**src/rtl/matrix_loader.sv**
```systemverilog
`default_nettype none
// +----------------------------------------------------------------------------+
// | Module      : matrix_loader                                                |
// | Description : Packs a serial stream of signed 3x3 matrix elements into one |
// |               row-major word; holding register for one waiting matrix.     |
// |               Optional macro MATRIX_LOADER_TRANSPOSE_EN: column-major input.|
// | Revision    : 1.0 - initial release                                        |
// +----------------------------------------------------------------------------+
module matrix_loader #(
  parameter  int ELEM_W = 4,
  localparam int MAT_W  = 9 * ELEM_W
) (
  input  logic              clk,
  input  logic              rst_n,
  input  logic              in_valid,
  output logic              in_ready,
  input  logic [ELEM_W-1:0] in_data,
  input  logic              in_abort,
  output logic              out_valid,
  input  logic              out_ready,
  output logic [MAT_W-1:0]  out_data,
  output logic [7:0]        mat_count
);

  typedef enum logic [0:0] {
    S_FILL = 1'b0,
    S_FULL = 1'b1
  } state_t;

  state_t             r_state, w_state_nxt;
  logic [3:0]         r_count, w_count_nxt;
  logic [MAT_W-1:0]   r_asm, w_asm_nxt;
  logic [MAT_W-1:0]   r_out_data, w_out_data_nxt;
  logic               r_out_valid, w_out_valid_nxt;
  logic [7:0]         r_mat_count, w_mat_count_nxt;
  logic [3:0]         w_idx;
  logic [MAT_W-1:0]   w_asm_new;
  logic               w_accept;
  logic               w_xfer;

  assign in_ready  = (r_state == S_FILL) && !in_abort;
  assign w_accept  = in_valid && in_ready;
  assign w_xfer    = r_out_valid && out_ready;
  assign out_valid = r_out_valid;
  assign out_data  = r_out_data;
  assign mat_count = r_mat_count;

  // Row-major slot index for the element arriving at position r_count
  always_comb begin
`ifdef MATRIX_LOADER_TRANSPOSE_EN
    case (r_count)
      4'd0:    w_idx = 4'd0;
      4'd1:    w_idx = 4'd3;
      4'd2:    w_idx = 4'd6;
      4'd3:    w_idx = 4'd1;
      4'd4:    w_idx = 4'd4;
      4'd5:    w_idx = 4'd7;
      4'd6:    w_idx = 4'd2;
      4'd7:    w_idx = 4'd5;
      4'd8:    w_idx = 4'd8;
      default: w_idx = 4'd0;
    endcase
`else
    w_idx = r_count;
`endif
  end

  always_comb begin
    w_asm_new = r_asm;
    for (int i = 0; i < 9; i++) begin
      if (w_idx == 4'(i)) begin
        w_asm_new[MAT_W-1-i*ELEM_W -: ELEM_W] = in_data;
      end
    end
  end

  always_comb begin
    w_state_nxt     = r_state;
    w_count_nxt     = r_count;
    w_asm_nxt       = r_asm;
    w_out_data_nxt  = r_out_data;
    w_out_valid_nxt = r_out_valid;
    w_mat_count_nxt = r_mat_count;

    if (w_xfer) begin
      w_out_valid_nxt = 1'b0;
      w_mat_count_nxt = r_mat_count + 8'd1;
    end

    case (r_state)
      S_FILL: begin
        if (in_abort) begin
          w_count_nxt = 4'd0;
        end else if (w_accept) begin
          if (r_count == 4'd8) begin
            w_count_nxt = 4'd0;
            if (!r_out_valid || out_ready) begin
              w_out_data_nxt  = w_asm_new;
              w_out_valid_nxt = 1'b1;
            end else begin
              w_asm_nxt   = w_asm_new;
              w_state_nxt = S_FULL;
            end
          end else begin
            w_asm_nxt   = w_asm_new;
            w_count_nxt = r_count + 4'd1;
          end
        end
      end
      S_FULL: begin
        // Abort discards the held word even if the output transfers this cycle
        if (in_abort) begin
          w_state_nxt = S_FILL;
          w_count_nxt = 4'd0;
        end else if (out_ready) begin
          w_out_data_nxt  = r_asm;
          w_out_valid_nxt = 1'b1;
          w_state_nxt     = S_FILL;
          w_count_nxt     = 4'd0;
        end
      end
      default: begin
        w_state_nxt = S_FILL;
        w_count_nxt = 4'd0;
      end
    endcase
  end

  always_ff @(posedge clk or negedge rst_n) begin
    if (!rst_n) begin
      r_state     <= S_FILL;
      r_count     <= 4'd0;
      r_asm       <= '0;
      r_out_data  <= '0;
      r_out_valid <= 1'b0;
      r_mat_count <= 8'd0;
    end else begin
      r_state     <= w_state_nxt;
      r_count     <= w_count_nxt;
      r_asm       <= w_asm_nxt;
      r_out_data  <= w_out_data_nxt;
      r_out_valid <= w_out_valid_nxt;
      r_mat_count <= w_mat_count_nxt;
    end
  end

endmodule
`default_nettype wire
```
**config.mk**
```make
export PLATFORM = sky130hd
export DESIGN_NAME = matrix_loader
export DESIGN_NICKNAME = d
export VERILOG_FILES = /design/src/rtl/matrix_loader.sv
export SDC_FILE = /design/constraint.sdc
export NUM_CORES = 1
export LEC_CHECK = 0
export BUFFER_PORTS_ARGS = -buffer_cell sky130_fd_sc_hd__buf_2
export CAP_MARGIN = 20
export CORE_MARGIN = 10
export CORE_UTILIZATION = 35
export DETAILED_ROUTE_END_ITERATION = 6
export PLACE_DENSITY_LB_ADDON = 0.3
export SLEW_MARGIN = 20
export SYNTH_ARGS = -nofsm -noshare
export SYNTH_HDL_FRONTEND = slang
export SYNTH_SLANG_ARGS = --single-unit
```
**constraint.sdc**
```tcl
create_clock -name clk -period 4.7 [get_ports clk]
set_clock_uncertainty 0.1 [all_clocks]
set_input_delay 0.94 -clock clk [delete_from_list [all_inputs] [get_ports clk]]
set_output_delay 0.94 -clock clk [all_outputs]
set_load 0.1 [all_outputs]
```
==> reports/qor.yml <==
global_routing:
  grt_usage_pct: 10.3
  grt_pass1_wl_um: 13600
  grt_start_max_net_pins: 87
  grt_pass1_vias: 2533
  grt.overflow.total: 0
  antenna_found_initial: 0
min_path:
  min_to: "mat_count[7]"
  hp-start: "mat_count[7]"
  hold_path_depth: 1
  hp-class: "register to register"
clock_network:
  cts_setup_buffers: 0
  cts_buffers: 9
  cts_root_buf: "clkbuf_16"
  cts_hold_buf: 0
  insertion_delay_ps: 330
  clock-sinks: 86
  tritoncts: "built"
  clock_path_buffers: 2
  cts_max_level: 3
  clk_pin_slew_ps: 60
  cts_resized: 0
layout:
  drive_gt1_share_pct: 51.6
  syn_to_final_growth_pct: 16.7
  num-fill-cells: 1068
  final_cell_mix: "86 x dfrtp_1, 79 x mux2_2, 53 x buf_2"
  nets: 359
  layout_commonest_cell: "dfrtp_1"
  diodes: 0
timing:
  hold_viol: 0
  final.setup.tns_ps: 0
  min_period_ps: 2670
  finalSetupViolCount: 0
  whs_ps: 367
  grt_setup_unrepaired: "no"
  worstMarginPinSlew_ps: 792
  fmax_ghz: 0.374
  slew_viol_final: 0
  slew_headroom_pct: 47.2
  period_share_pct: 56.8
setup_path:
  reg2regPathDepth: 6
  arrival_ps: 1630
  rr_startpoint: "r_count[0]"
  cp-start-kind: "input port"
  cp-end-kind: "output pin"
  critPathMaxFanout: 10
  r2r_slack_ps: 2220
  reg2reg_to: "out_data[1]"
  worstPathRequired_ps: 3660
  crit_type: "input port to output pin"
drt:
  viasPerCell: 4.93
  vias: 2428
  wl_um: 8360
  drt_iter0_markers: 85
  firstDrtPassIters: 4
  ant_nets: 0
  drc: 0
  post_drt_wl_per_cell_um: 17.0
synth:
  syn-num-nets: 308
  syn_area_per_cell_um2: 14.0
  async_reset_ff_share_pct: 100
  synth_flop_cell: "dfrtp_1"
  netlist_instances: 294
  synth_top_area_cell: "dfrtp_1"
  netlist_area_um2: 4100
  ys_seq_area_share_pct: 52.5
  synth_top_area_share_pct: 52.5
  ys_types: 32
  ys_ff_latch: 86
  ys_warn_count: 0
  synth_edf_count: 0
  synthTopCellsByArea: "dfrtp_1 52%, mux2_2 22%, mux2_4 11%"
pwr:
  vdd_drop_max_uv: 157
  leakagePower_uw: 0.00252
  power_density_nw_per_um2: 351
floorplanning:
  initial_utilization_pct: 35.8
  core_um2: 11500
  die_area_um2: 16400
  fp.dieH_um: 128
  io_pins: 55
  die_w_um: 128
  fp-row-count: 39
placement:
  gp_congestion: 0.836
  hpwl_um: 5700
  io_buffers: 54
run_status:
  status: "finished clean"
job:
  maxCapViolCount: 0
## cell type report
type	instances	area, µm²	area share (%)
inverter	2	7.51	0.157
sequential	86	2150	45.0
timing repair buffer	54	277	5.78
multi-input combinational	192	1870	39.0
clock buffer	10	229	4.78
clock inverter	5	75.1	1.57
tap	143	179	3.74
## synthesized netlist by cell type, types with 2 or more instances
library cell	n
nor2b_1	3
and3_1	4
inv_1	2
nor3_1	5
xnor2_1	6
a21oi_1	4
buf_6	3
clkbuf_1	8
nand3_1	7
nand3b_1	3
nand2_1	9
o21ai_0	5
mux2_2	79
mux2_4	30
dfrtp_1	86
nand2b_1	9
nor2_1	11
ha_1	5
nor3b_2	2
## state kept, by name, summed over array words and instances (netlist names), named ones only
name       flops
r_state        1
out_data      36
mat_count      8
r_asm         36
r_count        4
## power by group
group / internal [µW] / switching, µW
Combinational: 71.2 / 69.8
Sequential: 781 / 20.3
Clock: 460 / 277
## worst max-delay path, stage by stage
cell and delay (ps):
buf_2 160, nor2_1 90, buf_2 430
## kinds of logic (layout without fill, tap and decap cells)
logic type	Yosys count	after routing	synth area share (%)
xor+xnor	7	7	1.49
flops	86	86	52.5
buf+inv	16	71	2.14
simple gates	58	58	7.84
fa+ha+maj	5	5	1.53
compound gates	13	13	1.86
mux	109	109	32.7
## stage by stage
| stage | util (%) | instances | total power, µW | worst slack, ps | instance area (µm²) |
|---|---|---|---|---|---|
| finish | 41.7 | 492 | 1680 | 2030 | 4790 |
| detailed placement | 39.0 | 477 | 958 | 1690 | 4470 |
| CTS | 41.7 | 492 | 1690 | 1890 | 4780 |
| floorplan | - | 294 | 909 | 1280 | 4100 |
| global route | 41.7 | 492 | 1750 | 2000 | 4790 |
| global placement | 39.0 | 477 | 951 | 1780 | 4470 |
## routing by layer
layer	wire length (µm)	GRT usage, %	up-vias	share of wire, %
met1	3870	13.2	1227	46
li1	-	-	1136	-
met3	534	3.47	12	6.4
met2	3840	15.6	53	46
met5	0	0	-	0
met4	117	3.77	0	1.4
## how the worst max path moves through the flow
stage | start | endpoint | slack [ps]
floorplan | in_abort | in_ready | 1280
global placement | in_valid | out_data[28] | 1780
detailed placement | in_valid | out_data[21] | 1690
CTS | r_count[0] | out_data[30] | 1890
global route | in_abort | in_ready | 2000
finish | in_abort | in_ready | 2030
Power figures use the tool's default switching activity.
